File: src/rtl/ins_pkg.sv
`default_nettype none
// ============================================================================
// Module   : ins_pkg
// Purpose  : Shared constants for the instruction encode/write path: format
//            codes, loader state encoding, MIPS field bit positions, NOP word.
// Revision : 1.0 - initial release
// ============================================================================
package ins_pkg;

   // Instruction format codes carried on the fmt input
   localparam logic [1:0] FMT_R   = 2'd0;
   localparam logic [1:0] FMT_I   = 2'd1;
   localparam logic [1:0] FMT_J   = 2'd2;
   localparam logic [1:0] FMT_BAD = 2'd3;

   // Loader FSM states
   typedef enum logic [1:0] {
      ST_IDLE   = 2'd0,
      ST_ACCEPT = 2'd1,
      ST_WRITE  = 2'd2,
      ST_DONE   = 2'd3
   } state_t;

   // Field bit positions inside the 32-bit instruction word
   localparam int OP_HI    = 31;
   localparam int OP_LO    = 26;
   localparam int RS_HI    = 25;
   localparam int RS_LO    = 21;
   localparam int RT_HI    = 20;
   localparam int RT_LO    = 16;
   localparam int RD_HI    = 15;
   localparam int RD_LO    = 11;
   localparam int SH_HI    = 10;
   localparam int SH_LO    = 6;
   localparam int FUNCT_HI = 5;
   localparam int FUNCT_LO = 0;
   localparam int IMM_HI   = 15;
   localparam int IMM_LO   = 0;
   localparam int JT_HI    = 25;
   localparam int JT_LO    = 0;

   // Word written in place of an instruction with an illegal format
   localparam logic [31:0] NOP_WORD = 32'h0000_0000;

endpackage
`default_nettype wire

File: src/rtl/ins_field_packer.sv
`default_nettype none
// ============================================================================
// Module   : ins_field_packer
// Purpose  : Combinational packing of decoded fields into a MIPS R/I/J word;
//            flags the illegal format and substitutes a NOP.
// Revision : 1.0 - initial release
// ============================================================================
module ins_field_packer
   import ins_pkg::*;
(
   input  logic [1:0]  i_fmt,
   input  logic [5:0]  i_control,
   input  logic [4:0]  i_rs,
   input  logic [4:0]  i_rt,
   input  logic [4:0]  i_rd,
   input  logic [4:0]  i_shamt,
   input  logic [5:0]  i_funct,
   input  logic [15:0] i_imm,
   input  logic [25:0] i_jump,
   output logic [31:0] o_word,
   output logic        o_illegal
);

   // Place each field at its slot; fields unused by the format stay out of the word
   always_comb begin
      o_word    = NOP_WORD;
      o_illegal = 1'b0;
      unique case (i_fmt)
         FMT_R: begin
            o_word[OP_HI:OP_LO]       = i_control;
            o_word[RS_HI:RS_LO]       = i_rs;
            o_word[RT_HI:RT_LO]       = i_rt;
            o_word[RD_HI:RD_LO]       = i_rd;
            o_word[SH_HI:SH_LO]       = i_shamt;
            o_word[FUNCT_HI:FUNCT_LO] = i_funct;
         end
         FMT_I: begin
            o_word[OP_HI:OP_LO]   = i_control;
            o_word[RS_HI:RS_LO]   = i_rs;
            o_word[RT_HI:RT_LO]   = i_rt;
            o_word[IMM_HI:IMM_LO] = i_imm;
         end
         FMT_J: begin
            o_word[OP_HI:OP_LO] = i_control;
            o_word[JT_HI:JT_LO] = i_jump;
         end
         FMT_BAD: begin
            o_word    = NOP_WORD;
            o_illegal = 1'b1;
         end
         default: begin
            o_word    = NOP_WORD;
            o_illegal = 1'b1;
         end
      endcase
   end

endmodule
`default_nettype wire

File: src/rtl/ins_mem_loader.sv
`default_nettype none
// ============================================================================
// Module   : ins_mem_loader
// Purpose  : Accepts decoded instruction tuples over valid/ready, encodes
//            them and writes a burst to consecutive instruction-memory
//            addresses through a write/acknowledge port.
// Revision : 1.0 - initial release
// ============================================================================
module ins_mem_loader
   import ins_pkg::*;
#(
   parameter int DEPTH  = 401,
   parameter int ADDR_W = 32
) (
   input  logic              clk,
   input  logic              rst_n,
   input  logic              start,
   input  logic [ADDR_W-1:0] start_addr,
   input  logic [ADDR_W-1:0] length,
   input  logic              in_valid,
   output logic              in_ready,
   input  logic [1:0]        fmt,
   input  logic [5:0]        control,
   input  logic [4:0]        reg_read1,
   input  logic [4:0]        reg_read2,
   input  logic [4:0]        reg_write,
   input  logic [4:0]        shamt,
   input  logic [5:0]        alu_con,
   input  logic [15:0]       sign_ext,
   input  logic [25:0]       jump,
   output logic              mem_we,
   output logic [ADDR_W-1:0] mem_addr,
   output logic [31:0]       mem_wdata,
   input  logic              mem_ack,
   output logic              busy,
   output logic              done,
   output logic [ADDR_W-1:0] count,
   output logic [1:0]        err
);

   localparam logic [ADDR_W-1:0] c_depth = ADDR_W'(DEPTH);
   localparam logic [ADDR_W-1:0] c_one   = ADDR_W'(1);

   state_t            r_state;
   state_t            w_state_nxt;
   logic [ADDR_W-1:0] r_addr;
   logic [ADDR_W-1:0] r_rem;
   logic [ADDR_W-1:0] r_count;
   logic [1:0]        r_err;
   logic [31:0]       r_wdata;
   logic [31:0]       w_word;
   logic              w_illegal;
   logic [ADDR_W-1:0] w_addr_inc;
   logic              w_last;
   logic              w_start_empty;
   logic              w_start_oob;

   ins_field_packer u_packer (
      .i_fmt     (fmt),
      .i_control (control),
      .i_rs      (reg_read1),
      .i_rt      (reg_read2),
      .i_rd      (reg_write),
      .i_shamt   (shamt),
      .i_funct   (alu_con),
      .i_imm     (sign_ext),
      .i_jump    (jump),
      .o_word    (w_word),
      .o_illegal (w_illegal)
   );

   assign w_addr_inc    = r_addr + c_one;
   assign w_last        = (r_rem == c_one);
   assign w_start_empty = (length == '0);
   assign w_start_oob   = (start_addr >= c_depth);

   assign mem_addr  = r_addr;
   assign mem_wdata = r_wdata;
   assign count     = r_count;
   assign err       = r_err;

   // State register; reset aborts any burst in flight
   always_ff @(posedge clk or negedge rst_n) begin
      if (!rst_n) begin
         r_state <= ST_IDLE;
      end else begin
         r_state <= w_state_nxt;
      end
   end

   // Next-state decode and state-derived handshake/status outputs
   always_comb begin
      w_state_nxt = r_state;
      in_ready    = 1'b0;
      mem_we      = 1'b0;
      busy        = 1'b0;
      done        = 1'b0;
      unique case (r_state)
         ST_IDLE: begin
            if (start) begin
               if (w_start_empty || w_start_oob) begin
                  w_state_nxt = ST_DONE;
               end else begin
                  w_state_nxt = ST_ACCEPT;
               end
            end
         end
         ST_ACCEPT: begin
            in_ready = 1'b1;
            busy     = 1'b1;
            if (in_valid) begin
               w_state_nxt = ST_WRITE;
            end
         end
         ST_WRITE: begin
            mem_we = 1'b1;
            busy   = 1'b1;
            if (mem_ack) begin
               // Remaining-length exhaustion wins over hitting the top of memory
               if (w_last || (w_addr_inc == c_depth)) begin
                  w_state_nxt = ST_DONE;
               end else begin
                  w_state_nxt = ST_ACCEPT;
               end
            end
         end
         ST_DONE: begin
            done        = 1'b1;
            w_state_nxt = ST_IDLE;
         end
         default: begin
            w_state_nxt = ST_IDLE;
         end
      endcase
   end

   // Burst address/length/count bookkeeping, sticky errors and the write word
   always_ff @(posedge clk or negedge rst_n) begin
      if (!rst_n) begin
         r_addr  <= '0;
         r_rem   <= '0;
         r_count <= '0;
         r_err   <= 2'b00;
         r_wdata <= '0;
      end else begin
         unique case (r_state)
            ST_IDLE: begin
               if (start && !w_start_empty) begin
                  if (w_start_oob) begin
                     r_err[1] <= 1'b1;
                  end else begin
                     r_addr  <= start_addr;
                     r_rem   <= length;
                     r_count <= '0;
                     r_err   <= 2'b00;
                  end
               end
            end
            ST_ACCEPT: begin
               if (in_valid) begin
                  r_wdata <= w_word;
                  if (w_illegal) begin
                     r_err[0] <= 1'b1;
                  end
               end
            end
            ST_WRITE: begin
               if (mem_ack) begin
                  r_addr  <= w_addr_inc;
                  r_count <= r_count + c_one;
                  r_rem   <= r_rem - c_one;
                  if (!w_last && (w_addr_inc == c_depth)) begin
                     r_err[1] <= 1'b1;
                  end
               end
            end
            default: begin
            end
         endcase
      end
   end

endmodule
`default_nettype wire

File: config.mk
export PLATFORM = sky130hd
export DESIGN_NAME = ins_mem_loader
export DESIGN_NICKNAME = d
export VERILOG_FILES = /design/src/rtl/ins_pkg.sv /design/src/rtl/ins_field_packer.sv /design/src/rtl/ins_mem_loader.sv
export SDC_FILE = /design/constraint.sdc
export NUM_CORES = 1
export LEC_CHECK = 0
export CAP_MARGIN = 20
export CORE_UTILIZATION = 39
export DETAILED_ROUTE_END_ITERATION = 8
export PLACE_DENSITY = 0.78
export SLEW_MARGIN = 20
export SYNTH_ARGS = -nofsm -noshare
export SYNTH_HDL_FRONTEND = slang
export SYNTH_SLANG_ARGS = --single-unit
File: constraint.sdc
create_clock -name clk -period 7.35 [get_ports clk]
set_input_delay 1.47 -clock clk [delete_from_list [all_inputs] [get_ports clk]]
set_output_delay 1.47 -clock clk [all_outputs]
set_load 0.005 [all_outputs]
Yosys cells after proc, flatten, opt, wreduce, memory -nomap -nowiden
Index checks and enable logic that the tools add are counted.
- bits in registers: 132
- latch bits: 0
- bits in writable memories: 0
- memory bits (read-only): 0
- bits of input ports: 145
- output and inout bits: 102
- word-level logic and storage cells: 76
- memories: 0
- add/sub/neg operators: 3
- $mul: 0
- divide/modulo/power cells: 0
- order comparisons: 1
- equality and inequality tests: 15
- shift operators: 0
- mux-type cells: 33
- bitwise gates (word level): 0
- reductions and logical operators: 17
- operators by type and width (operator ; count):
    2-to-1 mux 32 bit ; 9
    one-hot mux 32 bit (2 select lines) ; 3
    one-hot mux 32 bit (4 select lines) ; 1
    adder 32 x 1 -> 32 bit (second input constant) ; 2
    equality test 32 x 1 -> 1 bit (second input constant) ; 1
    equality test 32 x 9 -> 1 bit (second input constant) ; 1
    >= comparator 32 x 9 -> 1 bit (second input constant) ; 1
    logical NOT 32 bit ; 1
    subtractor 32 x 1 -> 32 bit (second input constant) ; 1
    2-to-1 mux 2 bit ; 6
    != test 2 bit (second input constant) ; 6
    2-to-1 mux 1 bit ; 11
    equality test 2 bit (second input constant) ; 4
    one-hot mux 2 bit (4 select lines) ; 1
    AND reduction 4 bit ; 2
    AND reduction 5 bit ; 1
    equality test 2 x 1 -> 1 bit (second input constant) ; 2
    logical NOT 2 bit ; 2
    one-hot mux 1 bit (2 select lines) ; 2
    nonzero test 2 bit ; 2
    AND reduction 3 bit ; 1
    logical AND 1 bit ; 2
    logical NOT 1 bit ; 2
    logical OR 1 bit ; 2
    other kinds (3) ; 3

Longest topological paths before layout
Gate-level depths: netlist of run 1.
- depth after elaboration: 6
- depth in mapped cells: 13
- mapped depth without buffers: 9

Modules after synthesis
A second synthesis of run 1 with hierarchy kept.
- cell total of the unflattened synthesis: 889
- area total of the unflattened synthesis: 8166.6 sq um
- modules (own cells, without submodules) (module ; instances ; cells an instance ; area an instance (sq um) ; seq. area each (sq um)):
    ins_mem_loader ; 1 ; 830 ; 7648.6 ; 3303.2
    ins_field_packer ; 1 ; 59 ; 518.0 ; 0.0

Least setup slack after synthesis of run 1
No wires, ideal clock.
- path kind: input-to-reg
- start point: input port start_addr[2]
- end point: register r_rem[24]
- library setup time: 137 ps
- data arrival time: 3617 ps
- required time: 7213 ps
- slack: 3596 ps
- stages: 10
- buffers on the path: 3
- path through: o41ai_1 > a21oi_1 > o31ai_1 > and3_1 > clkbuf_1 > clkbuf_1 > buf_1 > nand3_1 > o21ai_0 > a21oi_1
- word-level cells in the longest chain between the ends: 3
- RTL lines (item ; RTL line ; source):
    start, declared ; ins_mem_loader.sv:18 ; input logic [ADDR_W-1:0] start_addr,
    >= comparator 32 x 9 -> 1 bit ; ins_mem_loader.sv:75 ; assign w_start_oob = (start_addr >= c_depth);
    != test 2 bit (no line) ; n/a ;
    AND reduction 4 bit (no line) ; n/a ;
    end signal, assigned ; ins_mem_loader.sv:153 ; r_rem <= length;
    end signal, assigned ; ins_mem_loader.sv:171 ; r_rem <= r_rem - c_one;
    end, declared ; ins_mem_loader.sv:47 ; logic [ADDR_W-1:0] r_rem;
No other way between the ends.
A chain may end at the register's enable or synchronous reset.

Worst setup path after layout of run 1
- start point: input port start_addr[14]
- end point: register r_addr[16], in the netlist mem_addr[16]
- word-level cells in the longest chain between the ends: 3
- RTL lines (item ; RTL line ; source):
    >= comparator 32 x 9 -> 1 bit ; ins_mem_loader.sv:75 ;
    != test 2 bit (no line) ; n/a ;
    AND reduction 4 bit (no line) ; n/a ;
    end signal, assigned ; ins_mem_loader.sv:152 ; r_addr <= start_addr;
    end signal, assigned ; ins_mem_loader.sv:169 ; r_addr <= w_addr_inc;
    end, declared ; ins_mem_loader.sv:46 ; logic [ADDR_W-1:0] r_addr;
No other way between the ends.

==> results.yml, run 1 <==
cts:
  ctsHtreeMaxLevel: 4
  ctsHoldBuffers: 0
  cts.sinks: 132
  worstSkewPairLatency_ns: 0.43
  postCtsSetupBuffers: 0
  cts-root-buf: "clkbuf_16"
  cts_made_buffers: 17
  cts_tree: "built"
  clk_pin_slew_ns: 0.06
  cts_resized: 0
  clockBufferDepth: 2
floorplan:
  die_h_um: 145
  fp.dieArea_mm2: 0.0211
  rows: 52
  die-width_um: 145
  core-area_mm2: 0.0202
  ios: 247
  start_util: 0.398
logic_synthesis:
  synth_area_leaders: "dfrtp_1, nand2_1, nor2_1"
  synth.most_common_cell: "dfrtp_1"
  synth-main-ff-cell: "dfrtp_1"
  yosysWarnings: 0
  avgSynthCellArea_um2: 8.44
  yosysTopAreaCell: "dfrtp_1"
  syn_inst: 950
  async_flop_share: 1.00
  synth_seq_area_share: 0.412
  synth_edf_count: 0
  ys_ff_latch: 132
  synth_nets: 1104
  synth_common_cells: "dfrtp_1, nand2_1, nor2_1, a21oi_1, o21ai_0"
  synth.top_cell.area_share: 0.412
  synthesis.area_mm2: 0.00802
  ys_types: 66
timing:
  max_freq_mhz: 207
  final.setup.tns_ns: 0
  slew_headroom: 0.350
  holdWs_ns: 0.478
  period_share: 0.657
  clock_skew_ns: 0.0123
  hold_viol: 0
  rsz0062_at_grt: "false"
  min_period_ns: 4.83
  tightest_slew_ns: 0.975
  timing.final.ws_setup_ns: 2.52
  slew_viol_final: 0
  setup_viol: 0
run_status:
  outcome: "finished, final reports clean"
finish:
  nets: 1312
  syn_to_final_growth_pct: 39.8
  diodes: 0
  drive_above_1_share: 0.0547
  final_area_mm2: 0.0112
detailed_routing:
  wl_per_cell_um: 16.8
  routed_via_density: 5.63
  drc: 0
  drtIter0Drc: 515
  wl_mm: 24.2
  drtAntennaViolNets: 0
  vias: 8119
  drt-pass1-iter-count: 4
pwr:
  power_leakage_uw: 0.00442
  irDropWorstVdd_uv: 220
  p_total_uw: 3570
  power.density_mw_per_mm2: 318
global_route:
  gr-total-overflow: 0
  antenna_found_initial: 0
  grt_max_degree: 76
  grt_pass1_wl_mm: 38.8
  track_usage: 0.230
  grt_pass1_vias: 7561
critical_path:
  r2r_end: "mem_addr[16]"
  crit_chain: "clkdlybuf4s50_1 -> nor4_1 -> nand4_1 -> o31ai_1 -> nand3_2 -> buf_4 -> or4_1 -> nand2_1 -> a22o_1"
  slowest_delay_ns: 0.77
  critPathSlowestCell: "nand3_2"
  worstSetupStartpoint: "start_addr[14]"
  worst_ep_required_time_ns: 7.71
  critical_path.max_fanout: 39
  startpoint_type: "primary input"
  reg2reg_depth: 10
  worstSetupEndpointType: "register"
  cp.arrival_ns: 5.19
  ff2ff_setup_slack_ns: 3.55
  r2r_start: "r_state[0]"
  crit_type: "primary input to register"
worst_hold_path:
  min_path_cells: 2
  hp-start: "mem_wdata[19]"
  hold_class: "register to register"
  whs_endpoint: "mem_wdata[19]"
place:
  gp_congestion: 0.865
  port_buffers: 246
  placed_area_mm2: 0.0106
  place_ws_ns: 2.08
  hpwl_mm: 17.1
run:
  maxCapViolCount: 0
[routing by layer]
layer | share of wire | vias to the layer above | track usage
met3 | 0.057 | 43 | 0.0486
met1 | 0.43 | 3874 | 0.287
met4 | 0.033 | 0 | 0.103
met2 | 0.48 | 277 | 0.382
li1 | - | 3925 | -
met5 | 0 | - | 0
[worst max-delay path by stage]
stage,end,depth (start not counted),slack [ns]
6_report,mem_addr[16],9,2.52
3_5_place_dp,mem_addr[16],9,2.08
4_1_cts,mem_addr[16],9,2.52
2_1_floorplan,r_rem[24],10,3.60
3_3_place_gp,mem_addr[16],9,2.29
5_1_grt,mem_addr[16],9,2.17
[flip-flops by register name, indices dropped and copies added (netlist names)]
name / flops
r_rem: 32
err: 2
r_state: 2
count: 32
mem_addr: 32
mem_wdata: 32
[area by class of cell]
cell class | instances | area [µm²]
Multi-Input combinational cell | 734 | 4360
Fill cell | 1813 | 8960
Clock inverter | 12 | 154
Timing Repair Buffer | 255 | 2530
Clock buffer | 20 | 457
Inverter | 18 | 67.6
Sequential cell | 132 | 3300
Tap cell | 270 | 338
[critical path, delay by kind of cell]
kind / cells / cell delay, ns
buf+inv: 2 / 0.93
compound gates: 2 / 0.83
simple gates: 5 / 1.95
[metrics by stage]
stage / utilization / instances
floorplan: - / 950
global placement: 0.525 / 1409
detailed placement: 0.525 / 1409
CTS: 0.556 / 1441
global route: 0.556 / 1441
finish: 0.556 / 1441
[logic make-up after synthesis]
family          synth area share
simple gates               0.245
fa+ha+maj                 0.0140
mux                       0.0470
compound gates             0.205
flops                      0.412
buf+inv                   0.0463
xor+xnor                  0.0306
[where the power goes]
part,internal (µW),switching (µW),total (µW)
Clock,551,336,887
Sequential,959,264,1220
Combinational,682,777,1460
[placed cells by master, fill, tap and decap left out, types with 9 or more instances in the layout]
cell type,count
nand4_1,18
and3_1,16
or3_1,12
nor2_1,99
xnor2_1,25
nor4_1,28
nand2_1,100
nor3_1,35
a22o_1,30
dfrtp_1,132
o21ai_0,69
buf_4,9
o31ai_1,12
mux2i_1,32
nand3_1,41
inv_1,18
o22ai_1,29
a21oi_1,72
clkbuf_16,17
clkdlybuf4s50_1,245
No activity file was read; power rests on OpenSTA's default activity.
==> run 2, diff against run 1 <==
PLACE_DENSITY = 0.8   (was 0.78)
clock period = 4 ns   (was 7.35 ns; I/O delays follow)
==> results.yml, run 2 (synthesis results as in run 1) <==
run_status:
  outcome: "finished, final reports clean"
critical_path:
  crit_family: "simple AND/OR/NAND/NOR gates"
  worstSetupEndpointType: "register"
  startpoint_type: "register"
  crit_chain: "nand3_2 -> or4_1 -> or4_4 -> o31a_1 -> nor4_2 -> a311oi_1 -> nor3_1"
  cp.arrival_ns: 3.63
  slowest_delay_ns: 0.71
  crit_type: "register to register"
  worst_ep_required_time_ns: 4.33
  critPathSlowestCell: "or4_1"
  ff2ff_setup_slack_ns: 0.71
  critical_path.max_fanout: 9
  cp.buffers_inverters: 0
timing:
  clock_skew_ns: 0.00875
  slew_viol_final: 0
  slew_headroom: 0.457
  tightest_slew_ns: 0.814
  rsz0062_at_grt: "false"
  final.setup.tns_ns: 0
  min_period_ns: 3.29
  setup_viol: 0
  period_share: 0.824
  hold_viol: 0
  max_freq_mhz: 304
cts:
  ctsHoldBuffers: 0
  ctsHtreeMaxLevel: 4
  postCtsSetupBuffers: 0
  cts_tree: "built"
  cts_resized: 0
  clockBufferDepth: 2
  clk_pin_slew_ns: 0.06
  cts-root-buf: "clkbuf_16"
  cts_made_buffers: 17
  worstSkewPairLatency_ns: 0.42
  cts.sinks: 132
finish:
  seq_area_mm2: 0.00330
  layout_commonest_cell: "clkdlybuf4s50_1"
  drive_above_1_share: 0.0603
  nets: 1319
  multi_input_area_mm2: 0.00436
  final_area_mm2: 0.0113
  layout_common_cells: "clkdlybuf4s50_1, dfrtp_1, nand2_1, nor2_1, a21oi_1"
  fillCellCount: 1811
  syn_to_final_growth_pct: 41.3
global_route:
  grt_pass1_vias: 7864
  antenna_found_initial: 1
  track_usage: 0.235
  grt_max_degree: 85
  grt_pass1_wl_mm: 39.8
  gr-total-overflow: 0
detailed_routing:
  drtAntennaViolNets: 0
  vias: 8229
  wl_per_cell_um: 16.9
  drc: 0
  routed_via_density: 5.68
  drtIter0Drc: 610
  drt-pass1-iter-count: 5
  wl_mm: 24.5
place:
  hpwl_mm: 17.3
  gp_congestion: 0.864
  port_buffers: 246
  placed_area_mm2: 0.0107
floorplan:
  ios: 247
  fp.dieArea_mm2: 0.0211
  die-width_um: 145
  start_util: 0.398
  rows: 52
  core-area_mm2: 0.0202
  die_h_um: 145
pwr:
  power_leakage_uw: 0.00449
  power.density_mw_per_mm2: 597
  irDropWorstVdd_uv: 426
  netSwitchingPower_uw: 2580
  p_int_uw: 4190
  p_comb_frac: 0.414
  swShare: 0.381
  pwr-share-seq: 0.333
  clkPwrFrac: 0.253
worst_hold_path:
  hold_class: "primary input to asynchronous set/reset pin"
run:
  maxCapViolCount: 0
## run 2: cell types whose count changed in the layout (fill, tap and decap cells not counted), sizes merged
cell      previous run  this run
clkinvlp             3         2
buf                 10        17
diode                0         1
bufinv               3         4
## run 2: worst paths after layout
check	startpoint	cells past startpoint	endpoint
min	rst_n	1	mem_addr[8]
min reg2reg	mem_wdata[4]	2	mem_wdata[4]
max	mem_addr[11]	7	r_state[1]
max reg2reg	mem_addr[11]	7	r_state[1]
min in group clk	mem_wdata[4]	2	mem_wdata[4]
max in group asynchronous	rst_n	2	mem_wdata[7]
## run 2: cell type report
cell class,count,share of cell area
antenna,1,0.000221
clock buffer,20,0.0412
clock inverter,12,0.0156
inverter,18,0.00596
multi-input combinational,734,0.385
sequential,132,0.291
tap,270,0.0298
timing repair buffer,262,0.231
## run 2: stage by stage
step,utilization,setup WS (ns),instances,power [µW],hold WS (ns)
4_1_cts,0.562,0.735,1448,6770,0.461
6_report,0.562,0.706,1449,6770,0.408
2_1_floorplan,-,0.916,950,3790,0.463
5_1_grt,0.562,0.530,1449,7200,0.483
3_3_place_gp,0.530,0.405,1416,4950,0.459
3_5_place_dp,0.530,0.337,1416,5050,0.469
## run 2: routing by layer
metal  global-route usage  share of wire  routed length (µm)
met2                0.385           0.48               11800
met4                0.128          0.040                 987
met1                0.291           0.42               10200
met3               0.0480          0.059                1440
met5                    0              0                   0
## run 2: power by group through the flow
stage,clock network [µW],registers [µW],logic [µW]
floorplan,0,2130,1670
global placement,0,2230,2720
detailed placement,0,2250,2790
CTS,1730,2240,2800
global route,1790,2320,3080
finish,1710,2250,2800
==> run 3, diff against run 2 <==
clock period = 2.9 ns   (was 4 ns; I/O delays follow)
==> results.yml, run 3 (synthesis results as in run 1) <==
critical_path:
  critPathSlowestCell: "clkdlybuf4s50_1"
  slowest_delay_ns: 0.44
  crit_chain: "clkdlybuf4s50_1 -> nor4_2 -> buf_4 -> nand4_1 -> or3_1 -> and3_2 -> buf_12 -> nand2_1 -> buf_4 -> o22ai_1 -> a21oi_1"
  crit_top_cell: "buf_4"
  startpoint_type: "primary input"
  worstSetupEndpointType: "register"
  worst_ep_required_time_ns: 3.24
  cp.arrival_ns: 3.08
  critical_path.max_fanout: 29
  crit_type: "primary input to register"
timing:
  tightest_slew_ns: 0.662
  hold_viol: 0
  min_period_ns: 2.74
  max_freq_mhz: 365
  clock_skew_ns: 0.0104
  slew_headroom: 0.557
  slew_viol_final: 0
  timing.final.ws_setup_ns: 0.163
  setup_viol: 0
  holdWs_ns: 0.118
  rsz0062_at_grt: "false"
  period_share: 0.944
pwr:
  irDropWorstVdd_uv: 610
  power.density_mw_per_mm2: 804
  power_leakage_uw: 0.00499
global_route:
  gr-total-overflow: 0
  track_usage: 0.243
  grt_pass1_wl_mm: 41.4
  grt_pass1_vias: 8246
  antenna_found_initial: 0
  grt_max_degree: 59
finish:
  fin_cells: 1546
  diodes: 0
  nets: 1417
  utilization: 0.601
  layout_commonest_cell: "clkdlybuf4s50_1"
  fillCellCount: 1765
  layout_common_cells: "clkdlybuf4s50_1, dfrtp_1, buf_4, nand2_1, nor2_1"
  syn_to_final_growth_pct: 51.2
  drive_above_1_share: 0.132
  final_area_mm2: 0.0121
place:
  place_ws_ns: -0.281
  gp_congestion: 0.894
  port_buffers: 246
  place_inst: 1514
  hpwl_mm: 18.8
  placed_area_mm2: 0.0115
detailed_routing:
  drtAntennaViolNets: 0
  wl_mm: 25.5
  drc: 0
  routed_via_density: 5.53
  drt-pass1-iter-count: 5
  wl_per_cell_um: 16.5
  vias: 8549
  drtIter0Drc: 529
floorplan:
  start_util: 0.398
  die-width_um: 145
  rows: 52
  core-area_mm2: 0.0202
  die_h_um: 145
  fp.dieArea_mm2: 0.0211
  ios: 247
cts:
  ctsHtreeMaxLevel: 4
  ctsHoldBuffers: 0
  cts_made_buffers: 17
  cts_tree: "built"
  clk_pin_slew_ns: 0.06
  postCtsSetupBuffers: 0
  worstSkewPairLatency_ns: 0.43
  clockBufferDepth: 2
  cts.sinks: 132
  cts_resized: 0
  cts-root-buf: "clkbuf_16"
worst_hold_path:
  hold_class: "primary input to asynchronous set/reset pin"
run:
  maxCapViolCount: 0
run_status:
  outcome: "finished, final reports clean"
[run 3: metrics by stage]
| step | power, µW | TNS, ns |
|---|---|---|
| after detailed placement | 7470 | -15.82 |
| final | 9760 | 0 |
| after floorplan | 5230 | 0 |
| after CTS | 9760 | 0 |
| after global routing | 10400 | 0 |
| after global placement | 7310 | -18.26 |
[run 3: area by class of cell]
| class | count | area, µm² | share of cell area |
|---|---|---|---|
| repair buffers | 360 | 3430 | 0.283 |
| inverters | 18 | 67.6 | 0.00557 |
| clock inverters | 9 | 125 | 0.0103 |
| flip-flops and latches | 132 | 3300 | 0.272 |
| well taps | 270 | 338 | 0.0278 |
| clock buffers | 23 | 488 | 0.0402 |
| multi-input cells | 734 | 4380 | 0.361 |
[run 3: worst max-delay path, delay by kind of cell]
kind | cells | cell delay, ns
buf+inv | 4 | 1.00
simple gates | 5 | 1.24
compound gates | 2 | 0.24
[run 3: layer usage]
metal  global-route usage  wire length (µm)
met5                    0                 0
met4                0.107               765
met3               0.0489              1400
met2                0.410             12600
met1                0.303             10700
[run 3: path summary, 6_finish.rpt]
kind / from / end / slack (ns) / cells after the start
setup / recovery: length[24] / mem_addr[3] / 0.16 / 11
hold / removal: rst_n / mem_addr[12] / 0.12 / 1
setup reg to reg: mem_addr[12] / r_state[1] / 0.17 / 9
hold reg to reg: mem_wdata[5] / mem_wdata[5] / 0.48 / 2
max in group asynchronous: rst_n / count[12] / 2.05 / 2
min in group clk: mem_wdata[5] / mem_wdata[5] / 0.48 / 2
[run 3: where the power goes]
part           total [µW]  switching (µW)  internal [µW]
registers            3030             602           2430
logic                4450            2190           2270
clock network        2270             835           1440
total                9760            3620           6140
